**src/rtl/memory_access_if.sv**
```systemverilog
// Data-memory req/ack bus between the memory-access stage (master) and data memory (slave).
// Byte enables are numbered MSB-first: dmem_byte_en[0] covers the most significant byte.
interface memory_access_if;
  logic        dmem_req;
  logic        dmem_we;
  logic [31:0] dmem_addr;
  logic [31:0] dmem_wdata;
  logic [0:3]  dmem_byte_en;
  logic        dmem_ack;
  logic [31:0] dmem_rdata;

  modport master (
    output dmem_req, dmem_we, dmem_addr, dmem_wdata, dmem_byte_en,
    input  dmem_ack, dmem_rdata
  );

  modport slave (
    input  dmem_req, dmem_we, dmem_addr, dmem_wdata, dmem_byte_en,
    output dmem_ack, dmem_rdata
  );
endinterface

```
**src/rtl/memory_access.sv**
```systemverilog
// Memory-access pipeline stage: word/byte loads and stores over a req/ack data-memory bus,
// stalling upstream while an access is outstanding and aborting after TIMEOUT_CYCLES.
// Optional feature: define MEM_ALIGN_CHECK_EN to reject misaligned word accesses and
// report them on misalign_out (port exists only in that build).
// Byte lanes are big-endian: address offset 0 is bits [31:24].
module memory_access #(
  parameter int unsigned TIMEOUT_CYCLES = 16,
  parameter int unsigned CONTROL_BITS   = 8,
  parameter int unsigned MEM_WE         = 0,
  parameter int unsigned MEM_READ       = 1,
  parameter int unsigned REG_WE         = 2,
  parameter int unsigned LINK           = 3,
  parameter int unsigned ACCESS_SIZE_B1 = 4,
  parameter int unsigned ACCESS_SIZE_B2 = 5
) (
  input  logic                    clock,
  input  logic                    reset,
  input  logic [31:0]             insn_in,
  input  logic [31:0]             result_data_in,
  input  logic [31:0]             rt_data_in,
  input  logic [4:0]              rd_in,
  input  logic [CONTROL_BITS-1:0] control_in,
  output logic                    stall_out,
  memory_access_if.master         dmem_bus,
  output logic [31:0]             wb_data_out,
  output logic [4:0]              rd_out,
  output logic                    reg_we_out,
  output logic [31:0]             insn_out,
  output logic [CONTROL_BITS-1:0] control_out,
  output logic                    mem_error_out
`ifdef MEM_ALIGN_CHECK_EN
  ,
  output logic                    misalign_out
`endif
);

  localparam int unsigned CntW     = $clog2(TIMEOUT_CYCLES + 1);
  localparam logic [5:0]  OpLbu    = 6'b100100;
  localparam logic [CntW-1:0] CntLast = CntW'(TIMEOUT_CYCLES - 1);

  typedef enum logic {StIdle, StWait} state_e;

  state_e            state_q;
  logic [CntW-1:0]   wait_cnt_q;

  // Captured operation, needed to form the write-back once the ack arrives.
  logic                    load_q;
  logic                    byte_q;
  logic                    lbu_q;
  logic [1:0]              off_q;
  logic [4:0]              rd_q;
  logic [31:0]             insn_q;
  logic [CONTROL_BITS-1:0] ctrl_q;

  logic        mem_op;
  logic        is_byte;
  logic        misaligned;
  logic [1:0]  offset;
  logic [0:3]  byte_en_d;
  logic [31:0] wdata_d;
  logic [7:0]  lane;
  logic [31:0] load_data;

  assign stall_out = (state_q == StWait);

  // Decode the incoming op into the bus values it would issue.
  always_comb begin
    mem_op  = (insn_in != 32'd0) && (control_in[MEM_READ] || control_in[MEM_WE]);
    // Only size 00 is a byte access; 01 and 10 fall back to word.
    is_byte = !control_in[ACCESS_SIZE_B1] && !control_in[ACCESS_SIZE_B2];
    offset  = result_data_in[1:0];
    if (is_byte) begin
      byte_en_d = 4'b1000 >> offset;
      wdata_d   = {4{rt_data_in[7:0]}};
    end else begin
      byte_en_d = 4'b1111;
      wdata_d   = rt_data_in;
    end
`ifdef MEM_ALIGN_CHECK_EN
    misaligned = !is_byte && (offset != 2'b00);
`else
    misaligned = 1'b0;
`endif
  end

  // Extract and extend the addressed byte lane for byte loads.
  always_comb begin
    lane = 8'h00;
    unique case (off_q)
      2'd0: lane = dmem_bus.dmem_rdata[31:24];
      2'd1: lane = dmem_bus.dmem_rdata[23:16];
      2'd2: lane = dmem_bus.dmem_rdata[15:8];
      2'd3: lane = dmem_bus.dmem_rdata[7:0];
    endcase
    if (!byte_q) begin
      load_data = dmem_bus.dmem_rdata;
    end else if (lbu_q) begin
      load_data = {24'h000000, lane};
    end else begin
      load_data = {{24{lane[7]}}, lane};
    end
  end

  // Stage FSM: all outputs registered; bubbles while waiting or aborting.
  always_ff @(posedge clock) begin
    if (reset) begin
      state_q               <= StIdle;
      wait_cnt_q            <= '0;
      load_q                <= 1'b0;
      byte_q                <= 1'b0;
      lbu_q                 <= 1'b0;
      off_q                 <= 2'b00;
      rd_q                  <= 5'd0;
      insn_q                <= 32'd0;
      ctrl_q                <= '0;
      dmem_bus.dmem_req     <= 1'b0;
      dmem_bus.dmem_we      <= 1'b0;
      dmem_bus.dmem_addr    <= 32'd0;
      dmem_bus.dmem_wdata   <= 32'd0;
      dmem_bus.dmem_byte_en <= 4'b0000;
      wb_data_out           <= 32'd0;
      rd_out                <= 5'd0;
      reg_we_out            <= 1'b0;
      insn_out              <= 32'd0;
      control_out           <= '0;
      mem_error_out         <= 1'b0;
`ifdef MEM_ALIGN_CHECK_EN
      misalign_out          <= 1'b0;
`endif
    end else begin
      mem_error_out <= 1'b0;
`ifdef MEM_ALIGN_CHECK_EN
      misalign_out  <= 1'b0;
`endif
      unique case (state_q)
        StIdle: begin
          if (insn_in == 32'd0 || (mem_op && misaligned)) begin
            wb_data_out <= 32'd0;
            rd_out      <= 5'd0;
            reg_we_out  <= 1'b0;
            insn_out    <= 32'd0;
            control_out <= '0;
`ifdef MEM_ALIGN_CHECK_EN
            misalign_out <= mem_op && misaligned;
`endif
          end else if (mem_op) begin
            load_q                <= !control_in[MEM_WE];
            byte_q                <= is_byte;
            lbu_q                 <= (insn_in[31:26] == OpLbu);
            off_q                 <= offset;
            rd_q                  <= rd_in;
            insn_q                <= insn_in;
            ctrl_q                <= control_in;
            dmem_bus.dmem_req     <= 1'b1;
            dmem_bus.dmem_we      <= control_in[MEM_WE];
            dmem_bus.dmem_addr    <= {result_data_in[31:2], 2'b00};
            dmem_bus.dmem_wdata   <= wdata_d;
            dmem_bus.dmem_byte_en <= byte_en_d;
            wait_cnt_q            <= '0;
            state_q               <= StWait;
            wb_data_out           <= 32'd0;
            rd_out                <= 5'd0;
            reg_we_out            <= 1'b0;
            insn_out              <= 32'd0;
            control_out           <= '0;
          end else begin
            wb_data_out <= control_in[LINK] ? rt_data_in : result_data_in;
            rd_out      <= rd_in;
            reg_we_out  <= control_in[REG_WE];
            insn_out    <= insn_in;
            control_out <= control_in;
          end
        end
        StWait: begin
          if (dmem_bus.dmem_ack) begin
            dmem_bus.dmem_req <= 1'b0;
            state_q           <= StIdle;
            wb_data_out       <= load_q ? load_data : 32'd0;
            rd_out            <= rd_q;
            reg_we_out        <= load_q;
            insn_out          <= insn_q;
            control_out       <= ctrl_q;
          end else if (wait_cnt_q == CntLast) begin
            dmem_bus.dmem_req <= 1'b0;
            state_q           <= StIdle;
            mem_error_out     <= 1'b1;
          end else begin
            wait_cnt_q <= wait_cnt_q + CntW'(1);
          end
        end
        default: state_q <= StIdle;
      endcase
    end
  end

endmodule

```
**src/flat_wrapper.sv**
```systemverilog
// flat-port wrapper written by rule: the top's interface ports become plain ports
module memory_access_flat 
#(
  parameter int unsigned TIMEOUT_CYCLES = 16,
  parameter int unsigned CONTROL_BITS   = 8,
  parameter int unsigned MEM_WE         = 0,
  parameter int unsigned MEM_READ       = 1,
  parameter int unsigned REG_WE         = 2,
  parameter int unsigned LINK           = 3,
  parameter int unsigned ACCESS_SIZE_B1 = 4,
  parameter int unsigned ACCESS_SIZE_B2 = 5
)
  (clock, reset, insn_in, result_data_in, rt_data_in, rd_in, control_in, stall_out, wb_data_out, rd_out, reg_we_out, insn_out, control_out, mem_error_out, dmem_bus_dmem_req, dmem_bus_dmem_we, dmem_bus_dmem_addr, dmem_bus_dmem_wdata, dmem_bus_dmem_byte_en, dmem_bus_dmem_ack, dmem_bus_dmem_rdata);
  memory_access_if dmem_bus_i ();
  input  logic clock;
  input  logic reset;
  input  logic [31:0] insn_in;
  input  logic [31:0] result_data_in;
  input  logic [31:0] rt_data_in;
  input  logic [4:0] rd_in;
  input  logic [CONTROL_BITS-1:0] control_in;
  output logic stall_out;
  output logic [31:0] wb_data_out;
  output logic [4:0] rd_out;
  output logic reg_we_out;
  output logic [31:0] insn_out;
  output logic [CONTROL_BITS-1:0] control_out;
  output logic mem_error_out;
  output wire logic [$bits(dmem_bus_i.dmem_req)-1:0] dmem_bus_dmem_req;
  output wire logic [$bits(dmem_bus_i.dmem_we)-1:0] dmem_bus_dmem_we;
  output wire logic [$bits(dmem_bus_i.dmem_addr)-1:0] dmem_bus_dmem_addr;
  output wire logic [$bits(dmem_bus_i.dmem_wdata)-1:0] dmem_bus_dmem_wdata;
  output wire logic [$bits(dmem_bus_i.dmem_byte_en)-1:0] dmem_bus_dmem_byte_en;
  input wire logic [$bits(dmem_bus_i.dmem_ack)-1:0] dmem_bus_dmem_ack;
  input wire logic [$bits(dmem_bus_i.dmem_rdata)-1:0] dmem_bus_dmem_rdata;
  assign dmem_bus_dmem_req = dmem_bus_i.dmem_req;
  assign dmem_bus_dmem_we = dmem_bus_i.dmem_we;
  assign dmem_bus_dmem_addr = dmem_bus_i.dmem_addr;
  assign dmem_bus_dmem_wdata = dmem_bus_i.dmem_wdata;
  assign dmem_bus_dmem_byte_en = dmem_bus_i.dmem_byte_en;
  assign dmem_bus_i.dmem_ack = dmem_bus_dmem_ack;
  assign dmem_bus_i.dmem_rdata = dmem_bus_dmem_rdata;
  memory_access #(.TIMEOUT_CYCLES(TIMEOUT_CYCLES), .CONTROL_BITS(CONTROL_BITS), .MEM_WE(MEM_WE), .MEM_READ(MEM_READ), .REG_WE(REG_WE), .LINK(LINK), .ACCESS_SIZE_B1(ACCESS_SIZE_B1), .ACCESS_SIZE_B2(ACCESS_SIZE_B2)) u_core (.clock(clock), .reset(reset), .insn_in(insn_in), .result_data_in(result_data_in), .rt_data_in(rt_data_in), .rd_in(rd_in), .control_in(control_in), .stall_out(stall_out), .dmem_bus(dmem_bus_i), .wb_data_out(wb_data_out), .rd_out(rd_out), .reg_we_out(reg_we_out), .insn_out(insn_out), .control_out(control_out), .mem_error_out(mem_error_out));
endmodule
```
**config.mk**
```make
export PLATFORM = sky130hd
export DESIGN_NAME = memory_access_flat
export DESIGN_NICKNAME = d
export VERILOG_FILES = /design/src/rtl/memory_access_if.sv /design/src/rtl/memory_access.sv /design/src/flat_wrapper.sv
export SDC_FILE = /design/constraint.sdc
export NUM_CORES = 1
export LEC_CHECK = 0
export CORE_ASPECT_RATIO = 0.9
export CORE_MARGIN = 5
export CORE_UTILIZATION = 45
export CTS_CLUSTER_DIAMETER = 30
export DETAILED_ROUTE_END_ITERATION = 16
export HOLD_SLACK_MARGIN = 0.08
export PLACE_DENSITY = 0.87
export SETUP_SLACK_MARGIN = 0.02
export SYNTH_ARGS = -nofsm -noshare
export SYNTH_HDL_FRONTEND = slang
export SYNTH_SLANG_ARGS = --single-unit
```
**constraint.sdc**
```tcl
create_clock -name clock -period 2.3 [get_ports clock]
set_input_delay 0.345 -clock clock [delete_from_list [all_inputs] [get_ports clock]]
set_output_delay 0.345 -clock clock [all_outputs]
set_load 0.01 [all_outputs]
```
==> results of run 1 <==
registers in the layout, summed over array words and instances, names as in the netlist, 8 cells and up:
name and count:
u_core.insn_out 32, u_core.ctrl_q 8, u_core.dmem_bus.dmem_addr 30, u_core.dmem_bus.dmem_wdata 32, u_core.wb_data_out 32, u_core.insn_q 32, u_core.control_out 8
critical path, stage by stage, from the launching register on:
cell	delay, ns
dfxtp_2	0.43
buf_6	0.28
clkdlybuf4s50_1	0.59
layer usage:
layer	part of all wire [%]	up-vias	wire length, um
met2	46	505	15800
met3	8.7	115	2990
met5	0	-	0
li1	-	4421	-
met1	41	4556	14100
met4	4.8	0	1640
placed cells by master (no fill, tap or decap), types with 13 or more instances in the layout:
cell,instances
mux2_1,25
nor2_1,29
nand2_1,178
a221oi_1,30
nor2b_1,34
mux2i_1,123
o211ai_1,49
clkdlybuf4s50_1,289
buf_4,55
dfxtp_1,201
o21ai_0,112
a21oi_1,76
buf_12,13
clkbuf_16,43
o21ai_1,20
repair_timing:
| action | in CTS | in global routing |
|---|---|---|
| setup endpoints to repair | 1 | 0 |
| resized for setup | 1 | 0 |
| buffers inserted | 0 | 0 |
logic make-up (layout without fill, tap and decap cells):
group / count (synthesis) / after routing / synth area share [%]
xor+xnor: 3 / 3 / 0.281
fa+ha+maj: 2 / 2 / 0.268
flops: 202 / 202 / 43.3
other cells: 1 / 3 / 0.0401
buf+inv: 107 / 442 / 5.22
simple gates: 290 / 290 / 14.2
mux: 156 / 156 / 17.3
compound gates: 303 / 303 / 19.5
metrics by stage:
step / utilization, % / hold slack (ns) / setup WS [ns] / total power, uW / cells
after floorplan: - / 0.431 / 0.483 / 4750 / 1065
after global placement: 62.1 / 0.438 / -0.158 / 5680 / 1582
after detailed placement: 62.1 / 0.446 / -0.229 / 5720 / 1582
after CTS: 69.6 / 0.223 / 0.102 / 12300 / 1660
after global routing: 69.6 / 0.261 / 0.0537 / 12600 / 1661
final: 69.6 / 0.249 / 0.125 / 12200 / 1661
power by group:
part	switching (uW)	internal, uW	total, uW
clock network	2070	4450	6510
logic	867	931	1800
registers	135	3760	3900
cell type report:
class / instances / area, um^2
clock inverters: 28 / 400
well taps: 260 / 325
fillers: 1541 / 6280
repair buffers: 360 / 3590
flip-flops and latches: 202 / 4050
diodes: 1 / 2.50
clock buffers: 50 / 1130
multi-input cells: 756 / 4850
inverters: 4 / 20.0
final timing paths:
kind | start | endpoint | cells past startpoint | slack (ns)
worst max-delay path | u_core.stall_out | stall_out | 2 | 0.13
worst min-delay path | control_in[3] | u_core.ctrl_q[3] | 3 | 0.25
worst max register to register | u_core.stall_out | u_core.wb_data_out[17] | 4 | 0.22
worst min register to register | u_core.insn_q[4] | u_core.insn_q[4] | 2 | 0.45
==> flow_summary.yaml, run 1 <==
outcome:
  status: "finished, final reports clean"
synthesis:
  synth.area.top_cells: "dfxtp_1 43%, mux2i_1 13%, nand2_1 7.2%"
  synth_area_leader_cell: "dfxtp_1"
  yosysTopAreaCellShare_pct: 43.3
  synthFlopType: "dfxtp_1"
  netlist_area_um2: 9340
  synthArstFlopShare_pct: 0
  synth_commonest_cells: "202 x dfxtp_1, 178 x nand2_1, 123 x mux2i_1"
  synth_warnings: 0
  ys_types: 47
  ys_ff_latch: 202
  syn_inst: 1064
  synthMostInstantiatedCell: "dfxtp_1"
  synth_edf_count: 0
  syn_area_per_cell_um2: 8.78
  ys_seq_area_share_pct: 43.3
finish:
  stdcell_area_um2: 14400
  syn_to_final_growth_pct: 53.7
  nets: 1513
  drive_gt1_share_pct: 11.9
timing:
  rsz0062_at_grt: "false"
  tightest_slew_ns: 1.16
  tns_ns: 0
  max_freq_ghz: 0.460
  post-route-min-period_ns: 2.17
  drv_slew: 0
  period_share_pct: 94.5
  skew_ns: 0.0215
  finalHoldViolCount: 0
  max_slew_margin_pct: 22.7
  setup_viol: 0
cts:
  cts_tree: "built"
  clk_pin_slew_worst_paths_ns: 0.05
  cts_root_buffer: "clkbuf_16"
  insertion_delay_ns: 0.52
  cts.sinks: 202
  h-tree-depth: 2
  clk_path_buf_depth: 3
  holdBufCountCts: 0
  cts_buffers: 43
setup_path:
  critical_path_class: "flop to output port"
  cp.arrival_ns: 1.83
  critPathMaxFanout: 31
  startpoint_type: "flop"
  cp-end-kind: "output port"
  cp.required_ns: 1.96
power:
  power.leakage_uw: 0.00568
  peakVddDrop_mv: 0.666
  p_per_area_nw_per_um2: 850
die:
  rows: 50
  core_um2: 20600
  ios: 294
  start_util_pct: 45.3
  die_y_um: 147
  die_w_um: 162
  dieArea_um2: 23700
global_route:
  use_met1_pct: 36.4
  grt_pass1_wl_um: 52900
  grt_pass1_vias: 9548
  grt.total_usage_pct: 27.6
  antenna_found_initial: 1
  overflow: 0
  grt.met2_usage_pct: 43.3
  busiest_layer: "met2"
  grt_max_degree: 54
  grt.met3_usage_pct: 6.14
job:
  max_cap_viol_count: 0
route:
  ant_nets: 0
  wl_per_cell_um: 20.8
  first_iter_violations: 863
  vias: 9597
  first_pass_iters: 5
  drc: 0
  routed_wl_um: 34600
  post_drt_via_cell_ratio: 5.78
placed_design:
  dp.final_hpwl_um: 23600
  port_buffers: 291
  routabilityCongestion: 0.924
  dpl_cell_area_um2: 12800
hold_path:
  holdCritPathClass: "input pin to flop"
Power figures use the tool's default switching activity.
==> run 2, diff against run 1 <==
--- a/config.mk
+++ b/config.mk
@@ -9,6 +9,7 @@
 export CORE_MARGIN = 5
 export CORE_UTILIZATION = 45
 export CTS_CLUSTER_DIAMETER = 30
+export CTS_CLUSTER_SIZE = 16
 export DETAILED_ROUTE_END_ITERATION = 16
 export HOLD_SLACK_MARGIN = 0.08
 export PLACE_DENSITY = 0.87
==> results of run 2 <==
The final DEF is identical to that of run 1; final timing and power are the same.
